<file path="src/rtl/clock_divider_prog.sv">
// clock_divider_prog
//   Programmable clock divider. Produces clk_out with a period of exactly
//   div_active input-clock cycles: high for the first D>>1 counts, low for the
//   rest (odd divisors get the extra cycle in the low phase). A new divisor
//   can be requested at any time. It is rejected when below 2. When accepted,
//   it is applied at once while idle, or at the next period boundary while
//   running, so clk_out never shows a truncated pulse.
//
//   Optional feature macro: CLKDIV_TICK_EN
//     When defined, a registered 'tick' output pulses in the cycle clk_out rises.
//
// Ports
//   clk_100MHz  in   sole clock, rising edge
//   rst         in   synchronous active-high reset
//   enable      in   run request
//   div_in      in   requested divisor (CNT_W bits)
//   div_load    in   one-cycle strobe, samples div_in
//   div_ack     out  one-cycle pulse, divisor accepted
//   div_err     out  one-cycle pulse, divisor rejected (div_in < 2)
//   div_active  out  divisor currently in use
//   clk_out     out  divided clock, registered
//   tick        out  period-start pulse (CLKDIV_TICK_EN only)

module clock_divider_prog #(
  parameter int          CNT_W       = 16,
  parameter int unsigned DEFAULT_DIV = 100
) (
  input  logic             clk_100MHz,
  input  logic             rst,
  input  logic             enable,
  input  logic [CNT_W-1:0] div_in,
  input  logic             div_load,
  output logic             div_ack,
  output logic             div_err,
  output logic [CNT_W-1:0] div_active,
  output logic             clk_out
`ifdef CLKDIV_TICK_EN
  ,
  output logic             tick
`endif
);

  typedef enum logic {
    IDLE = 1'b0,
    RUN  = 1'b1
  } state_t;

  state_t           state_q, state_d;
  logic [CNT_W-1:0] cnt_q, cnt_d;
  logic [CNT_W-1:0] div_active_q, div_active_d;
  logic             pend_valid_q, pend_valid_d;
  logic [CNT_W-1:0] pend_div_q, pend_div_d;
  logic             div_ack_q, div_ack_d;
  logic             div_err_q, div_err_d;
  logic             clk_out_q, clk_out_d;
  logic             load_ok, load_bad, wrap;
`ifdef CLKDIV_TICK_EN
  logic             tick_q, tick_d;
`endif

  assign load_ok  = div_load && (div_in >= CNT_W'(2));
  assign load_bad = div_load && (div_in <  CNT_W'(2));
  // Last count of the current period; div_active is always >= 2, so no underflow.
  assign wrap     = (state_q == RUN) && (cnt_q == (div_active_q - CNT_W'(1)));

  always_comb begin
    state_d      = state_q;
    cnt_d        = cnt_q;
    div_active_d = div_active_q;
    pend_valid_d = pend_valid_q;
    pend_div_d   = pend_div_q;
    div_ack_d    = 1'b0;
    div_err_d    = 1'b0;

    case (state_q)
      IDLE: begin
        cnt_d = '0;
        // Catches a divisor that became pending in the cycle IDLE was entered.
        if (pend_valid_q) begin
          div_active_d = pend_div_q;
          pend_valid_d = 1'b0;
        end
        if (enable) state_d = RUN;
      end
      RUN: begin
        if (wrap) begin
          cnt_d = '0;
          if (pend_valid_q) begin
            div_active_d = pend_div_q;
            pend_valid_d = 1'b0;
          end
          // Enable is only honoured at a period boundary.
          if (!enable) state_d = IDLE;
        end else begin
          cnt_d = cnt_q + CNT_W'(1);
        end
      end
      default: begin
        state_d = IDLE;
        cnt_d   = '0;
      end
    endcase

    // A load placed after the wrap handling lands in pending, so a load during
    // a wrap cycle waits one full period while the older pending value applies.
    if (load_ok) begin
      div_ack_d = 1'b1;
      if (state_q == IDLE) begin
        div_active_d = div_in;
        pend_valid_d = 1'b0;
      end else begin
        pend_valid_d = 1'b1;
        pend_div_d   = div_in;
      end
    end
    if (load_bad) div_err_d = 1'b1;

    // Output is derived from next-state values so it lines up with cnt.
    clk_out_d = (state_d == RUN) && (cnt_d < (div_active_d >> 1));
  end

`ifdef CLKDIV_TICK_EN
  assign tick_d = (state_d == RUN) && (cnt_d == '0);
`endif

  always_ff @(posedge clk_100MHz) begin
    if (rst) begin
      state_q      <= IDLE;
      cnt_q        <= '0;
      div_active_q <= CNT_W'(DEFAULT_DIV);
      pend_valid_q <= 1'b0;
      pend_div_q   <= '0;
      div_ack_q    <= 1'b0;
      div_err_q    <= 1'b0;
      clk_out_q    <= 1'b0;
`ifdef CLKDIV_TICK_EN
      tick_q       <= 1'b0;
`endif
    end else begin
      state_q      <= state_d;
      cnt_q        <= cnt_d;
      div_active_q <= div_active_d;
      pend_valid_q <= pend_valid_d;
      pend_div_q   <= pend_div_d;
      div_ack_q    <= div_ack_d;
      div_err_q    <= div_err_d;
      clk_out_q    <= clk_out_d;
`ifdef CLKDIV_TICK_EN
      tick_q       <= tick_d;
`endif
    end
  end

  assign div_ack    = div_ack_q;
  assign div_err    = div_err_q;
  assign div_active = div_active_q;
  assign clk_out    = clk_out_q;
`ifdef CLKDIV_TICK_EN
  assign tick       = tick_q;
`endif

endmodule
</file>
<file path="config.mk">
export PLATFORM = sky130hd
export DESIGN_NAME = clock_divider_prog
export DESIGN_NICKNAME = d
export VERILOG_FILES = /design/src/rtl/clock_divider_prog.sv
export SDC_FILE = /design/constraint.sdc
export NUM_CORES = 1
export LEC_CHECK = 0
export CORE_MARGIN = 2
export CORE_UTILIZATION = 40
export DETAILED_ROUTE_END_ITERATION = 7
export GPL_TIMING_DRIVEN = 0
export PLACE_DENSITY_LB_ADDON = 0.05
export RECOVER_POWER = 25
export SYNTH_ARGS = -nofsm -noshare
export SYNTH_HDL_FRONTEND = slang
export SYNTH_SLANG_ARGS = --single-unit
</file>
<file path="constraint.sdc">
create_clock -name clk_100MHz -period 9.59 [get_ports clk_100MHz]
set_input_delay 1.918 -clock clk_100MHz [delete_from_list [all_inputs] [get_ports clk_100MHz]]
set_output_delay 1.918 -clock clk_100MHz [all_outputs]
set_load 0.05 [all_outputs]
</file>
== After elaboration in Yosys (flattened, before gate mapping) ==
Cells that the tools add are included.
Operators by class
  $lt $le $gt $ge: 3
  add/subtract/negate cells: 2
  eq/ne operators: 2
  muxes and demuxes: 16
  reduce and logical (&&, ||, !) cells: 5
  bitwise operators: 1
Operators by type and width (count)
  $mux 16: 5
  $pmux 16 s2: 2
  $add 16x1->16 const B: 1
  $eq 16x16->1: 1
  $ge 16x2->1 const B: 1
  $lt 16x15->1: 1
  $lt 16x2->1 const B: 1
  $sub 16x1->16 const B: 1
  $mux 1: 7
  $logic_and 1x1->1: 4
  $pmux 1 s2: 2
  $ne 3x1->1 const B: 1
  $reduce_and 2->1: 1
  $not 1->1: 1
Word-level totals
  output and inout port bits: 19
  bits in registers: 53
  input port bits: 20
  word-level logic and storage cells: 37

== Depth between registers and ports, before layout ==
Gate-level depths: netlist of the first run.
  word-level depth: 9
  mapped depth: 19
  mapped depth without buffers: 17

== Worst setup path after synthesis of the first run ==
No wires, ideal clock.
  path type: input port to flip-flop
  from: input port div_in[3]
  to: register clk_out_q, in the netlist clk_out
  arrival: 4.579 ns
  path slack: 4.933 ns
  setup time: 0.078 ns
  stages on the path: 14
  data required time: 9.512 ns
  buffers on the path: 2
  cells stage by stage: nor4_1 nand4_1 nand3_1 clkbuf_1 clkbuf_1 o22ai_1 ha_1 a21o_1 a21o_1 a21o_1 o211ai_1 a21oi_1 mux2_2 nor3_1
Between the ends
  cells in the longest elaborated chain, start to end: 5
  elaborated cells between the ends (all ways): 6
  classes of those cells: 2 x order compare; 2 x mux; 2 x reduce/logical
RTL lines
  start: declaration: line 31  | input logic [CNT_W-1:0] div_in,
  $ge 16x2->1: line 61  | assign load_ok = div_load && (div_in >= CNT_W'(2));
  $logic_and 1x1->1: line 61
  $mux 16 (*): line 106  | if (load_ok) begin
  $lt 16x15->1 (*): line 119  | clk_out_d = (state_d == RUN) && (cnt_d < (div_active_d >> 1));
  $logic_and 1x1->1 (*): line 119
  end signal: assignment: line 147  | clk_out_q <= clk_out_d;
  end: declaration: line 55  | logic clk_out_q, clk_out_d;
Every way passes the cells marked *; elsewhere a longest branch is shown, timed or not.
A chain may end at the register's enable or synchronous reset.

== Worst setup path in the final report of the first run ==
  from: input port div_in[7]
  to: register clk_out_q, in the netlist clk_out
The elaborated chain is that of the path after synthesis.

==> results.yml, run 1 <==
synth:
  yosysWarnings: 0
  syn_area_um2: 3462
  syn_avg_cell_area_um2: 8.165
  synthAdderAreaFrac_pct: 5.782
  synthArstFlopShare_pct: 0
  synth-edff-count: 0
  synthFlopType: "dfxtp_1"
  postSynthCellCount: 424
  synth_seq_area_share_pct: 30.65
  ys_seq_elements: 53
  synth_compound_gate_area_share_pct: 18.11
  synth_simple_gate_area_share_pct: 27.97
  syn_nets: 460
  ys_types: 61
  synth_top_family_by_area: "simple AND/OR/NAND/NOR gates"
  muxShareOfSynthArea_pct: 5.602
  synthXorXnorAreaFrac_pct: 7.842
grt:
  grtUsageMet3_pct: 2.457
  grt_first_pass_wirelength_um: 16010
  top_usage_layer: "met2"
  grtUsageMet2_pct: 36.32
  grt_util_all_layers_pct: 21.13
  grt_max_degree: 15
  use_met1_pct: 27.83
  antenna_found_initial: 0
  grt-ovfl-total: 0
  grt_pass1_vias: 3187
detailed_routing:
  drt_iter0_markers: 130
  remaining_drc_errors: 0
  firstDrtPassIters: 5
  viasPerCell: 5.533
  drt-total-wl_um: 9848
  vias: 3176
  wire_per_inst_um: 17.16
  drtAntennaViolNets: 0
setup_path:
  cp.arrival_ns: 6.04
  r2r-start: "div_active[1]"
  critPathSlowestCell: "dlygate4sd3_1"
  crit_chain: "dlygate4sd3_1 > nor4_1 > nand4_1 > nand3_1 > clkbuf_1 > clkbuf_1 > o21ai_0 > o22ai_1 > ha_1 > a21o_1 > a221oi_1 > o21ai_0 > a311oi_1 > o21ai_0 > nor3_1"
  cpMostUsedCell: "o21ai_0"
  worstRegToRegCells: 17
  path_max_fanout: 10
  start_kind: "input pin"
  r2r_slack_ns: 4.34
  path_class: "input pin to register"
  reg2reg_to: "clk_out"
  critPathTopFamily: "compound AO/OA/AOI/OAI gates"
  cp_num_buf_inv: 3
  critPathRequiredTime_ns: 9.82
  crit_path_end_kind: "register"
  max_stage_delay_ns: 0.60
hold_path:
  whs_endpoint: "pend_div_q[11]"
  min_from: "pend_div_q[11]"
  hp-class: "register to register"
  min_path_cells: 2
clock_network:
  tritoncts: "done"
  root_buffer: "clkbuf_8"
  numCtsBuffers: 5
  path_clk_slew_ns: 0.09
  clockBufferDepth: 2
  cts_resized: 0
  cts_setup_buffers: 0
  clock-sinks: 53
  h-tree-depth: 2
  insertion_delay_ns: 0.30
  cts_hold_buf: 0
timing:
  fin_crit_ns: 5.802
  hold_viol: 0
  finalSetupViolations: 0
  max_freq_mhz: 172.4
  finClkSkew_ns: 0.004211
  rsz0062_at_grt: "no"
  fin_crit_sh_pct: 60.50
  tns_ns: 0
  slew_headroom_pct: 44.87
  slew_viol_final: 0
  tightest_slew_ns: 0.8252
status:
  outcome: "finished clean"
floorplanning:
  ios: 39
  die_w_um: 97.04
  start_util_pct: 41.72
  core_um2: 8299
  num_rows: 33
  dieArea_um2: 9416
  chipHeight_um: 97.04
layout:
  post-route-util_pct: 48.65
  fin_nets: 504
  instances_no_fill: 574
  num_antenna_cells: 0
  layout_commonest_cell: "nor2_1"
  drive_gt1_share_pct: 4.904
  multi_input_area_um2: 2256
  fillers: 859
  seq_area_um2: 1061
  mostFrequentLayoutCells: "nor2_1, dfxtp_1, nand2_1"
  syn_to_final_growth_pct: 16.62
pwr:
  pwr_density_cell_nw_per_um2: 124.2
  total_power_mw: 0.5015
  peakVddDrop_uv: 59.69
  power_leakage_nw: 1.640
place:
  placed_cells: 566
  routabilityCongestion: 0.8971
  port_buffers: 37
  hpwlAfterDp_um: 7699
run:
  drv_cap: 0
==> per-stage QoR <==
stage / area (um^2) / hold slack [ns] / setup slack, ns
after floorplan: 3462 / 0.4364 / 4.933
after global routing: 4038 / 0.5086 / 3.452
final: 4038 / 0.4638 / 3.788
after CTS: 4044 / 0.4593 / 3.861
after detailed placement: 3964 / 0.4464 / 3.554
after global placement: 3964 / 0.4450 / 3.625
==> synthesized netlist by cell type (3+ instances only) <==
master,count,share of area [%]
nand4_1,6,1.1
ha_1,16,5.8
nand3_1,15,2.2
nor4_1,5,0.90
o21ai_0,17,2.5
clkbuf_1,15,1.6
mux2_2,3,0.98
mux2i_1,16,4.6
buf_2,3,0.43
or4_1,3,0.65
a21oi_1,12,1.7
nand2_1,32,3.5
nor2b_1,4,0.72
and3_1,8,1.4
xor2_1,17,4.3
nand4bb_1,3,0.98
nor2_1,80,8.7
o22ai_1,11,2.0
dfxtp_1,53,31
o21a_1,11,2.4
a21o_1,8,1.7
a21boi_0,10,2.2
nand2b_1,7,1.3
xnor2_1,14,3.5
inv_1,4,0.43
nor3_1,7,1.0
and3b_1,3,0.76
==> kinds of logic (layout without fill, tap and decap cells) <==
logic type               count (synthesis)  after routing
buffers and inverters                   28             73
XOR/XNOR                                31             31
AO/OA/AOI/OAI                           88             88
multiplexers                            19             19
flip-flops                              53             53
AND/OR/NAND/NOR                        189            189
adder cells (fa/ha/maj)                 16             16
==> worst max path at each step <==
stage | startpoint | end | slack (ns) | depth (start not counted)
4_1_cts | div_in[3] | clk_out | 3.86 | 15
2_1_floorplan | div_in[3] | clk_out | 4.93 | 14
6_report | div_in[7] | clk_out | 3.79 | 15
5_1_grt | div_in[7] | clk_out | 3.45 | 15
3_5_place_dp | div_in[3] | clk_out | 3.55 | 15
3_3_place_gp | div_in[3] | clk_out | 3.63 | 15
==> worst min-delay path: stages (launching register included) <==
cell and delay (ns):
dfxtp_1 0.32, nand2_1 0.05, a21oi_1 0.05
==> sequential cells by signal, indices dropped and copies added, names as in the netlist <==
register,cells
pend_valid_q,1
pend_div_q,16
cnt_q,16
state_q,1
div_err,1
clk_out,1
div_active,16
div_ack,1
==> where the power goes <==
| part | switching, mW | internal (mW) |
|---|---|---|
| Sequential | 0.0131 | 0.230 |
| Combinational | 0.0832 | 0.0522 |
| Clock | 0.0712 | 0.0521 |
==> per-layer routing <==
layer	vias up	share of wire (%)
met4	0	1.4
met2	74	48
li1	1600	-
met5	-	0
met1	1489	47
met3	13	3.5
==> layout make-up <==
| class | count | area share, % |
|---|---|---|
| clock buffer | 8 | 1.983 |
| sequential | 53 | 26.28 |
| buffer | 24 | 3.068 |
| timing repair buffer | 37 | 9.173 |
| multi-input combinational | 343 | 55.87 |
| tap | 105 | 3.254 |
| inverter | 4 | 0.3719 |
(Power assumes the default switching activity.)
==> inputs of run 2 (changes only) <==
clock period = 4.7 ns   (was 9.59 ns; I/O delays follow)
==> run 2 against run 1 <==
Net effect:
- clock power up 100%
- wire length up 0.52%
- utilization up 1.1 points
- global-route usage about the same
- sequential share of layout area down 0.48 points
- critical path depth up 2
- first-iteration DRC count up 5.4%
- sequential power up 100%
- total power up 110%
- non-clock buffer count up 7
- clock skew up 0.0033 ns
- critical endpoint unchanged
- largest cell class unchanged
==> results.yml, run 2 (synthesis results as in run 1) <==
layout:
  fin_nets: 511
  fillers: 840
  num_antenna_cells: 0
  mostFrequentLayoutCells: "nor2_1, dfxtp_1, nand2_1"
  drive_gt1_share_pct: 9.034
  syn_to_final_growth_pct: 19.23
  seq_area_um2: 1065
  layout_commonest_cell: "nor2_1"
  post-route-util_pct: 49.74
  multi_input_area_um2: 2278
pwr:
  pwr_density_cell_nw_per_um2: 249.7
  p_seq_share_pct: 48.1
  p_clk_share_pct: 24.2
  peakVddDrop_uv: 125.9
  p_comb_share_pct: 27.6
  p_int_mw: 0.6879
  netSwitchingPower_mw: 0.3427
  swShare_pct: 33.25
  power_leakage_nw: 1.712
timing:
  hold_viol: 0
  fin_crit_ns: 4.549
  finClkSkew_ns: 0.007525
  max_freq_mhz: 219.8
  slew_viol_final: 0
  slew_headroom_pct: 54.84
  fin_ws_ns: 0.1510
  finalSetupViolations: 0
  tightest_slew_ns: 0.6773
  fin_crit_sh_pct: 96.79
setup_path:
  path_max_fanout: 8
  max_stage_delay_ns: 0.56
  critPathRequiredTime_ns: 4.93
  critPathSlowestCell: "or4_1"
  crit_path_end_kind: "register"
  crit_chain: "buf_6 > or4_1 > or3_1 > o311a_1 > or2_1 > o41a_1 > buf_4 > o21ai_1 > o22ai_1 > ha_1 > a21o_1 > a21o_1 > a21o_1 > o211ai_1 > nor2_1 > mux2_2 > nor3_1"
  cpMostUsedCell: "a21o_1"
  start_kind: "register"
  path_class: "register to register"
  cp.arrival_ns: 4.78
floorplanning:
  ios: 39
  dieArea_um2: 9416
  chipHeight_um: 97.04
  num_rows: 33
  start_util_pct: 41.72
  die_w_um: 97.04
  core_um2: 8299
detailed_routing:
  remaining_drc_errors: 0
  vias: 3203
  drt_iter0_markers: 137
  drtAntennaViolNets: 0
  drt-total-wl_um: 9899
  viasPerCell: 5.513
  firstDrtPassIters: 4
  wire_per_inst_um: 17.04
clock_network:
  path_clk_slew_ns: 0.09
  h-tree-depth: 2
  numCtsBuffers: 5
  cts_hold_buf: 0
  clock-sinks: 53
  insertion_delay_ns: 0.30
  root_buffer: "clkbuf_8"
  clockBufferDepth: 2
  tritoncts: "done"
status:
  outcome: "finished clean"
grt:
  grt_first_pass_wirelength_um: 15990
  grt-ovfl-total: 0
  grt_util_all_layers_pct: 21.09
  grt_pass1_vias: 3200
  grt_max_degree: 20
  antenna_found_initial: 0
place:
  dp_slack_ns: -0.3580
  routabilityCongestion: 0.8971
  hpwlAfterDp_um: 7699
  port_buffers: 37
run:
  drv_cap: 0
hold_path:
  hp-class: "register to register"
[run 2: cell type report]
| class | instances | area share (%) |
|---|---|---|
| multi-input combinational | 343 | 55.20 |
| sequential | 53 | 25.80 |
| timing repair buffer | 45 | 10.43 |
| tap | 105 | 3.183 |
| buffer | 23 | 3.092 |
| clock buffer | 8 | 1.940 |
| inverter | 4 | 0.3637 |
[run 2: worst paths after layout]
path                                startpoint             end  cells after the start  slack, ns
worst max-delay path             div_active[4]         clk_out                     17       0.15
worst min-delay path            pend_div_q[11]  pend_div_q[11]                      2       0.46
worst max register to register   div_active[4]         clk_out                     17       0.15
worst min register to register  pend_div_q[11]  pend_div_q[11]                      2       0.46
[run 2: through the flow]
stage / power [mW] / TNS [ns] / hold slack (ns) / area (um^2) / instances
floorplan: 0.6855 / 0 / 0.4364 / 3462 / 424
finish: 1.031 / 0 / 0.4625 / 4128 / 581
detailed placement: 0.7841 / -0.3580 / 0.4464 / 3964 / 566
CTS: 1.037 / 0 / 0.4593 / 4073 / 576
global placement: 0.7791 / -0.2867 / 0.4450 / 3964 / 566
global route: 1.086 / -0.0004508 / 0.5087 / 4128 / 581
[run 2: critical path, delay by kind of cell (launching register included)]
kind	cells	cell delay (ns)
AO/OA/AOI/OAI	8	1.90
AND/OR/NAND/NOR	5	1.36
flip-flops	1	0.33
buffers and inverters	2	0.31
adder cells (fa/ha/maj)	1	0.31
multiplexers	1	0.27
[run 2: power by group through the flow]
stage | clock network [mW] | logic (mW) | registers, mW
after floorplan | 0 | 0.147 | 0.539
after global placement | 0 | 0.274 | 0.505
after detailed placement | 0 | 0.278 | 0.506
after CTS | 0.259 | 0.282 | 0.496
after global routing | 0.277 | 0.309 | 0.501
final | 0.250 | 0.285 | 0.496
[run 2: per-layer routing]
layer / global-route usage, % / vias to the layer above / part of all wire [%] / routed length (um)
met5: 0 / - / 0 / 0
met3: 2.457 / 8 / 4.6 / 454
met1: 27.88 / 1502 / 46 / 4571
li1: - / 1613 / - / -
met2: 36.11 / 80 / 48 / 4770
met4: 6.176 / 0 / 1.0 / 103
[run 2: what timing repair did]
item,4_1_cts,5_1_grt
pin swaps,2,6
resized for setup,4,16
setup endpoints to repair,1,1
buffers inserted,3,5
==> inputs of run 3 (changes only) <==
SKIP_CTS_REPAIR_TIMING = 1   (was unset)
==> run 3 against run 2 <==
Net effect:
- wire length shrank 0.85%
- utilization shrank 0.44 points
- sequential share of layout area grew 0.23 points
- non-clock buffer count shrank 4
- worst hold slack is essentially flat
- design area shrank 0.88%
- clock skew shrank 0.0011 ns
- sequential cell count is the same
- count of clock-buffer cells in the layout is the same
- critical path type unchanged
- highest routed layer unchanged
==> results.yml, run 3 (synthesis results as in run 1) <==
status:
  outcome: "finished clean"
setup_path:
  cp.arrival_ns: 4.74
  r2r_slack_ns: 0.19
  start_kind: "register"
  crit_path_end_kind: "register"
  critPathRequiredTime_ns: 4.93
  r2r-start: "div_active[4]"
  path_max_fanout: 14
  worst_setup_path_startpoint: "div_active[4]"
  path_class: "register to register"
layout:
  num_antenna_cells: 0
  fin_nets: 507
  layout_commonest_cell: "nor2_1"
  fillers: 849
  mostFrequentLayoutCells: "nor2_1, dfxtp_1, nand2_1"
  instances_no_fill: 577
  drive_gt1_share_pct: 8.051
  syn_to_final_growth_pct: 18.18
clock_network:
  clockBufferDepth: 2
  path_clk_slew_ns: 0.09
  h-tree-depth: 2
  clock-sinks: 53
  numCtsBuffers: 5
  tritoncts: "done"
  root_buffer: "clkbuf_8"
  insertion_delay_ns: 0.30
timing:
  slew_viol_final: 0
  tightest_slew_ns: 0.6657
  hold_viol: 0
  finClkSkew_ns: 0.006462
  fin_crit_sh_pct: 95.87
  fin_ws_ns: 0.1942
  fin_crit_ns: 4.506
  slew_headroom_pct: 55.62
  finalSetupViolations: 0
  max_freq_mhz: 221.9
detailed_routing:
  firstDrtPassIters: 4
  remaining_drc_errors: 0
  viasPerCell: 5.544
  drt_iter0_markers: 133
  vias: 3199
  drtAntennaViolNets: 0
  wire_per_inst_um: 17.01
  drt-total-wl_um: 9815
grt:
  grt_util_all_layers_pct: 21.13
  grt_pass1_vias: 3187
  grt-ovfl-total: 0
  grt_max_degree: 15
  antenna_found_initial: 0
  grt_first_pass_wirelength_um: 16010
floorplanning:
  die_w_um: 97.04
  chipHeight_um: 97.04
  dieArea_um2: 9416
  start_util_pct: 41.72
  ios: 39
  num_rows: 33
  core_um2: 8299
pwr:
  power_leakage_nw: 1.688
  total_power_mw: 1.029
  peakVddDrop_uv: 122.9
  pwr_density_cell_nw_per_um2: 251.5
place:
  dp_slack_ns: -0.3580
  port_buffers: 37
  placed_cells: 566
  hpwlAfterDp_um: 7699
  routabilityCongestion: 0.8971
hold_path:
  min_from: "pend_div_q[11]"
  hp-class: "register to register"
run:
  drv_cap: 0
-- run 3: per-stage QoR --
| step | hold slack [ns] | TNS (ns) | instance area, um^2 | util [%] |
|---|---|---|---|---|
| floorplan | 0.4364 | 0 | 3462 | - |
| global placement | 0.4450 | -0.2867 | 3964 | 47.76 |
| detailed placement | 0.4464 | -0.3580 | 3964 | 47.76 |
| CTS | 0.4593 | -0.3022 | 4044 | 48.73 |
| global route | 0.5086 | -0.01827 | 4091 | 49.30 |
| finish | 0.4620 | 0 | 4091 | 49.30 |
-- run 3: power breakdown --
group	switching, mW	leakage [nW]	internal (mW)	total [mW]
logic	0.170	1.22	0.110	0.280
registers	0.0275	0.433	0.469	0.497
clock network	0.146	0.0395	0.106	0.252
-- run 3: per-layer routing --
| metal | wire length [um] | vias up | track usage [%] |
|---|---|---|---|
| met5 | 0 | - | 0 |
| met4 | 182 | 0 | 6.176 |
| met3 | 371 | 16 | 2.457 |
| met2 | 4612 | 85 | 36.32 |
| met1 | 4649 | 1494 | 27.83 |
| li1 | - | 1604 | - |
-- run 3: cell type report --
| type | count | area (um^2) | area share, % |
|---|---|---|---|
| multi-input combinational | 343 | 2278 | 55.69 |
| clock buffer | 8 | 80.08 | 1.957 |
| tap | 105 | 131.4 | 3.211 |
| inverter | 4 | 15.01 | 0.3670 |
| timing repair buffer | 42 | 407.9 | 9.969 |
| buffer | 22 | 113.9 | 2.783 |
| sequential | 53 | 1065 | 26.02 |
-- run 3: worst paths after layout --
path         cells past startpoint              to
min                              2  pend_div_q[11]
min reg2reg                      2  pend_div_q[11]
max                             17         clk_out
max reg2reg                     17         clk_out
-- run 3: critical path, stage by stage (launching register included) --
cell      delay [ns]
dfxtp_1         0.33
buf_6           0.14
or4_4           0.54
or3_4           0.34
o311a_1         0.35
or2_4           0.25
o41ai_4         0.31
buf_4           0.25
a21boi_0        0.14
o22ai_1         0.25
ha_1            0.29
a21o_1          0.18
a21o_1          0.17
a21o_1          0.20
o211ai_1        0.24
nor2_1          0.07
mux2_2          0.27
nor3_1          0.12
